$ cat src/rtl/alu_pkg.sv
// Shared definitions for the two-port arbitrated ALU: operand width, opcode
// encodings, response flag bit positions and controller state encoding.
package alu_pkg;

  localparam int DATA_W = 4;
  localparam int FLAG_W = 3;

  // Bit positions inside the {sign, zero, carry} flag vector
  localparam int FLAG_CARRY = 0;
  localparam int FLAG_ZERO  = 1;
  localparam int FLAG_SIGN  = 2;

  typedef enum logic [1:0] {
    OP_ADD = 2'b00,
    OP_SUB = 2'b01,
    OP_AND = 2'b10,
    OP_OR  = 2'b11
  } alu_op_e;

  typedef enum logic [1:0] {
    ST_IDLE = 2'b00,
    ST_EXEC = 2'b01,
    ST_RESP = 2'b10
  } arb_state_e;

endpackage

$ cat src/rtl/alu4_core.sv
// Combinational 4-bit ALU: add, subtract (carry = borrow), AND, OR, with
// carry/zero/sign flags derived from the 5-bit intermediate.
module alu4_core
  import alu_pkg::*;
(
  input  logic [DATA_W-1:0] a,
  input  logic [DATA_W-1:0] b,
  input  alu_op_e           op,
  output logic [DATA_W-1:0] result,
  output logic              carry,
  output logic              zero,
  output logic              sign
);

  logic [DATA_W:0] wide;

  always_comb begin
    wide = '0;
    case (op)
      OP_ADD:  wide = {1'b0, a} + {1'b0, b};
      OP_SUB:  wide = {1'b0, a} - {1'b0, b};
      OP_AND:  wide = {1'b0, a & b};
      OP_OR:   wide = {1'b0, a | b};
      default: wide = '0;
    endcase
  end

  assign result = wide[DATA_W-1:0];
  assign carry  = wide[DATA_W];
  assign zero   = (result == '0);
  assign sign   = result[DATA_W-1];

endmodule

$ cat src/rtl/alu_arb2.sv
// Two-requester round-robin arbiter in front of a single 4-bit ALU; one
// operation in flight, fixed two-cycle accept-to-response latency.
module alu_arb2
  import alu_pkg::*;
#(
  parameter int NUM_REQ = 2
) (
  input  logic                      clk,
  input  logic                      rst,
  input  logic [NUM_REQ-1:0]        req_valid,
  output logic [NUM_REQ-1:0]        req_ready,
  input  logic [DATA_W*NUM_REQ-1:0] req_a,
  input  logic [DATA_W*NUM_REQ-1:0] req_b,
  input  logic [2*NUM_REQ-1:0]      req_op,
  output logic                      rsp_valid,
  output logic                      rsp_id,
  output logic [DATA_W-1:0]         rsp_result,
  output logic [FLAG_W-1:0]         rsp_flags,
  input  logic                      rsp_ready
);

  arb_state_e        state;
  logic              ptr;
  logic [DATA_W-1:0] a_p0, b_p0;
  alu_op_e           op_p0;
  logic              id_p0;
  logic [DATA_W-1:0] result_p1;
  logic [FLAG_W-1:0] flags_p1;

  logic              gnt_vld;
  logic              gnt_id;
  logic [DATA_W-1:0] gnt_a, gnt_b;
  alu_op_e           gnt_op;

  logic [DATA_W-1:0] alu_result;
  logic              alu_carry, alu_zero, alu_sign;

  // Pointer only breaks ties; a lone requester wins whatever the pointer says
  always_comb begin
    gnt_vld = (state == ST_IDLE) && !rst && (req_valid != '0);
    gnt_id  = (req_valid == 2'b11) ? ptr : req_valid[1];
    gnt_a   = gnt_id ? req_a[2*DATA_W-1:DATA_W] : req_a[DATA_W-1:0];
    gnt_b   = gnt_id ? req_b[2*DATA_W-1:DATA_W] : req_b[DATA_W-1:0];
    gnt_op  = alu_op_e'(gnt_id ? req_op[3:2] : req_op[1:0]);
  end

  assign req_ready = gnt_vld ? (NUM_REQ'(1) << gnt_id) : '0;

  alu4_core u_alu (
    .a      (a_p0),
    .b      (b_p0),
    .op     (op_p0),
    .result (alu_result),
    .carry  (alu_carry),
    .zero   (alu_zero),
    .sign   (alu_sign)
  );

  always_ff @(posedge clk) begin
    if (rst) begin
      state     <= ST_IDLE;
      ptr       <= 1'b0;
      a_p0      <= '0;
      b_p0      <= '0;
      op_p0     <= OP_ADD;
      id_p0     <= 1'b0;
      result_p1 <= '0;
      flags_p1  <= '0;
    end else begin
      case (state)
        // p0: capture the granted request
        ST_IDLE: if (gnt_vld) begin
          a_p0  <= gnt_a;
          b_p0  <= gnt_b;
          op_p0 <= gnt_op;
          id_p0 <= gnt_id;
          ptr   <= ~gnt_id;
          state <= ST_EXEC;
        end
        // p1: register ALU result and flags
        ST_EXEC: begin
          result_p1             <= alu_result;
          flags_p1[FLAG_SIGN]   <= alu_sign;
          flags_p1[FLAG_ZERO]   <= alu_zero;
          flags_p1[FLAG_CARRY]  <= alu_carry;
          state                 <= ST_RESP;
        end
        ST_RESP: if (rsp_ready) state <= ST_IDLE;
        default: state <= ST_IDLE;
      endcase
    end
  end

  assign rsp_valid  = (state == ST_RESP);
  assign rsp_id     = rsp_valid & id_p0;
  assign rsp_result = rsp_valid ? result_p1 : '0;
  assign rsp_flags  = rsp_valid ? flags_p1 : '0;

endmodule

$ cat config.mk
export PLATFORM = sky130hd
export DESIGN_NAME = alu_arb2
export DESIGN_NICKNAME = d
export VERILOG_FILES = /design/src/rtl/alu_pkg.sv /design/src/rtl/alu4_core.sv /design/src/rtl/alu_arb2.sv
export SDC_FILE = /design/constraint.sdc
export NUM_CORES = 1
export LEC_CHECK = 0
export CAP_MARGIN = 40
export CELL_PAD_IN_SITES_DETAIL_PLACEMENT = 0
export CELL_PAD_IN_SITES_GLOBAL_PLACEMENT = 1
export CORE_UTILIZATION = 37
export CTS_CLUSTER_SIZE = 28
export DETAILED_ROUTE_END_ITERATION = 8
export PLACE_DENSITY = 0.91
export SLEW_MARGIN = 10
export SYNTH_ARGS = -nofsm -noshare
export SYNTH_HDL_FRONTEND = slang
export SYNTH_SLANG_ARGS = --single-unit
export TNS_END_PERCENT = 20
$ cat constraint.sdc
create_clock -name clk -period 5 [get_ports clk]
set_input_delay 0.75 -clock clk [delete_from_list [all_inputs] [get_ports clk]]
set_output_delay 0.75 -clock clk [all_outputs]
set_load 0.03 [all_outputs]
After elaboration in Yosys (flattened, before gate mapping)
Index checks and enable logic that the tools add are counted.
Cells by class
  add/subtract/negate cells: 2
  eq/ne operators: 8
  shift-type cells: 1
  muxes and demuxes: 11
  bitwise operators: 4
  reduce and logical (&&, ||, !) cells: 9
Operators by type and width (number)
  $pmux W5 S4: 1
  $mux W4: 3
  $eq A2 B2 Y1 const B: 4
  $mux W2: 4
  $pmux W2 S3: 1
  $add A4 B4 Y5: 1
  $sub A4 B4 Y5: 1
  $and A4 B4 Y4: 1
  $eq A2 B1 Y1 const B: 2
  $logic_not A2 Y1: 2
  $logic_not A4 Y1: 1
  $or A4 B4 Y4: 1
  $reduce_and A2 Y1: 2
  $mux W3: 1
  $logic_and A1 B1 Y1: 2
  $ne A2 B1 Y1 const B: 1
  $ne A2 B2 Y1 const B: 1
  $reduce_bool A2 Y1: 1
  $shl A1 B1 Y2 const A: 1
  $and A1 B1 Y1: 1
  $logic_not A1 Y1: 1
  $mux W1: 1
  $not A1 Y1: 1
Word-level totals
  bits in registers: 21
  bits of input ports: 25
  output and inout bits: 11
  logic and storage cells: 43

Logic depth before layout (Yosys ltp)
  depth in word-level cells: 5
  mapped depth: 9
  depth with buffers taken out: 9

By module
Synthesis repeated with hierarchy kept, for this count alone.
Unflattened totals
  cells, all modules: 169
  area total of the unflattened synthesis: 1512.7 um^2
By module, submodules not included
  alu_arb2: instances 1, cells an instance 109, area each 1083.5 um^2
  alu4_core: instances 1, cells an instance 60, area each 429.2 um^2

Least setup slack after synthesis
OpenSTA, ideal clock, no wires.
  path kind: input-to-output
  from: input rst
  to: output req_ready[0]
  arrival time: 1.649 ns
  slack: 2.601 ns
  stages: 3
  cells stage by stage: nor4_4 -> buf_4 -> and2_1
On the way
  cells in the longest elaborated chain, start to end: 4
RTL lines
  from (decl): RTL line alu_arb2.sv:9  | input logic rst,
  $logic_not A1 Y1: RTL line alu_arb2.sv:40  | gnt_vld = (state == ST_IDLE) && !rst && (req_valid != '0);
  $logic_and A1 B1 Y1 (2 in series): RTL line alu_arb2.sv:40
  $mux W2: RTL line alu_arb2.sv:47  | assign req_ready = gnt_vld ? (NUM_REQ'(1) << gnt_id) : '0;
  to (decl): RTL line alu_arb2.sv:11  | output logic [NUM_REQ-1:0] req_ready,
No other way between the ends.

Worst setup path after layout
  from: input rst
  to: output req_ready[1]
The elaborated chain is that of the path after synthesis.

==> run_results.csv <==
group,metric,value,unit
logic_synthesis,ys_ff_latch,20,
timing,relSlewSlack,52.4,%
timing,post_route_fraction_of_the_period_consumed_by_the_critical_path,71.6,%
logic_synthesis,synth_top_cell_area_share,31.8,%
timing,setup_viol_count_final,0,
logic_synthesis,number_of_flops_mapped_to_enable_cells_by_yosys,0,
pwr,cellPowerDensity,297,mW/mm²
floorplan,dieArea,0.00364,mm²
logic_synthesis,synth-seq-area-share,31.8,%
timing,worst_pin_slew,713,ps
clock_network,clk_latency,320,ps
logic_synthesis,syn_inst,142,
timing,final_hold_viol_count,0,
global_routing,grt_start_max_net_pins,26,
floorplan,start_util,40.0,%
clock_network,clock_sink_count,20,
setup_path,timing.critical_path.to_type,"primary output",
drt,route.detailed.wl_per_inst,12.2,µm
clock_network,cts_resizes,0,
finish,layout.nets,207,
global_routing,track_usage,16.3,%
finish,utilization,53.1,%
logic_synthesis,synth_top_flop_cell,"dfxtp_1",
drt,post-route-drc-count,0,
global_routing,number_of_antenna_violations_at_the_first_check_in_global_routing,0,
min_path,holdCritStartpoint,"result_p1[0]",
floorplan,placement_rows,20,
finish,drive_above_1_share,9.25,%
drt,drt_first_pass_iters,6,
flow_run,timing.max_cap.violations,0,
setup_path,critical_path.max_fanout,25,
clock_network,tritoncts.num_buffers,3,
clock_network,post-cts-setup-buffers,0,
floorplan,die_width,60.4,µm
clock_network,cts_tree,"built",
floorplan,core,0.00315,mm²
pwr,p_leak,0.000659,µW
finish,num_antenna_cells,0,
drt,vias_per_cell,5.09,
global_routing,gr-total-overflow,0,
setup_path,timing.critical_path.from,"rst",
logic_synthesis,mappedNetlistNets,175,
logic_synthesis,post-synth-top-area-cell,"dfxtp_1",
setup_path,startpoint_type,"input port",
setup_path,worst_setup_path_class,"in -> out",
status,outcome,"finished, final reports clean",
logic_synthesis,synth.avg_cell_area,8.87,µm²
timing,grt_setup_unrepaired,"false",
logic_synthesis,mappedNetlistArea,0.00126,mm²
logic_synthesis,yosys-top-cells-count,"dfxtp_1 (20), nor2_1 (18), a21oi_1 (11), mux2i_1 (11), and2_1 (8)",
floorplan,fp.dieH,60.4,µm
drt,drtIter0Drc,43,
timing,setup_tns,0,ps
placement,io_buffer_count,35,
timing,skew,4.70,ps
setup_path,worst_ep_arrival_time,2830,ps
timing,maxClockFrequency,279,MHz
placement,placed_wire_length_estimate_after_detailed_placement,2030,µm
setup_path,worst_path_required,4250,ps
setup_path,regToRegStartpoint,"op_p0[0]",
logic_synthesis,synth.area.top_cells,"dfxtp_1 (32%), mux2i_1 (8.7%), a211oi_2 (7.0%)",
timing,final_critical_period,3580,ps
drt,detail-route-antenna-nets,0,
clock_network,worst_setup_hold_path_clk_slew,120,ps
clock_network,postCtsHoldBufs,0,
setup_path,worst-r2r-cell-count,7,
logic_synthesis,yosysWarnings,0,
drt,route.final.wire_length,2640,µm
global_routing,number_of_global_route_vias_before_repair,1064,
pwr,vdd_ir_drop_max,104,µV
floorplan,io-pin-count,36,
placement,gpl.final_weighted_congestion,0.846,
drt,vias,1105,
logic_synthesis,top_count_cell_post_synth,"dfxtp_1",
timing,finalMaxSlewViolations,0,
global_routing,grt_pass1_wl,4420,µm
logic_synthesis,asr_flop_ratio_synth,0,%
clock_network,cts_root_buffer,"clkbuf_4",
clock_network,cts-root-to-sink-buffers,2,
finish,finalNonFillerCells,217,
logic_synthesis,count_of_distinct_cell_types_in_the_synthesized_netlist,34,
finish,area_delta_synth_final,32.9,%
clock_network,htreeDepth,1,
min_path,hold_path_class,"reg -> reg",
placement,placed_cells_incl_taps,213,
min_path,hold_depth,2,
-- cell families after synthesis --
| kind of cell | Yosys count | synth area share [%] |
|---|---|---|
| AND/OR/NAND/NOR | 48 | 20.1 |
| AO/OA/AOI/OAI | 34 | 20.9 |
| flip-flops | 20 | 31.8 |
| buffers and inverters | 16 | 6.45 |
| multiplexers | 11 | 8.74 |
| adder cells (fa/ha/maj) | 9 | 9.33 |
| XOR/XNOR | 4 | 2.78 |
-- path summary, 6_finish.rpt --
check | end | slack, ps
worst min-delay path | result_p1[0] | 460
worst min register to register | result_p1[0] | 460
worst max-delay path | req_ready[1] | 1420
worst max register to register | flags_p1[0] | 2670
-- sequential cells by signal (all words and copies together) (netlist names) --
name       flops
a_p0           4
b_p0           4
result_p1      4
flags_p1       2
op_p0          2
state          2
id_p0          1
ptr            1
-- per-layer routing --
| metal | share of wire (%) | global-route usage (%) | vias to the layer above |
|---|---|---|---|
| met5 | 0 | 0 | - |
| met1 | 42 | 17.2 | 498 |
| met2 | 51 | 30.8 | 43 |
| met4 | 0.80 | 6.31 | 0 |
| li1 | - | - | 558 |
| met3 | 5.7 | 4.05 | 6 |
-- placed cells by master (no fill, tap or decap), types with 6 or more instances in the layout --
cell / n
a21oi_1: 11
nor2_1: 18
a211oi_2: 7
dfxtp_1: 20
and2_1: 8
inv_1: 6
ha_1: 7
nand2_1: 7
mux2i_1: 11
clkdlybuf4s50_1: 35
-- power by group --
part | switching (µW) | internal [µW]
logic | 84.1 | 82.4
clock network | 56.4 | 81.2
registers | 17.5 | 176
total | 158 | 339
-- critical path: stages --
cell             delay (ps)
clkdlybuf4s50_1         400
buf_4                   220
nor4_4                  230
buf_4                   310
o211a_1                 240
clkdlybuf4s50_1         670
-- area by class of cell --
type | instances | area [µm²]
Fill cell | 311 | 1480
Timing Repair Buffer | 37 | 365
Clock buffer | 3 | 22.5
Tap cell | 44 | 55.1
Inverter | 6 | 22.5
Multi-Input combinational cell | 106 | 778
Sequential cell | 20 | 400
Clock inverter | 1 | 30.0
-- metrics by stage --
stage	cell area, µm²	hold WS (ps)	total power [µW]	setup slack (ps)
after detailed placement	1620	443	360	1390
after global placement	1620	438	353	1470
after floorplan	1260	432	314	2600
final	1670	460	497	1420
after global routing	1670	491	526	1280
after CTS	1670	460	495	1400
No activity file was read; power rests on OpenSTA's default activity.
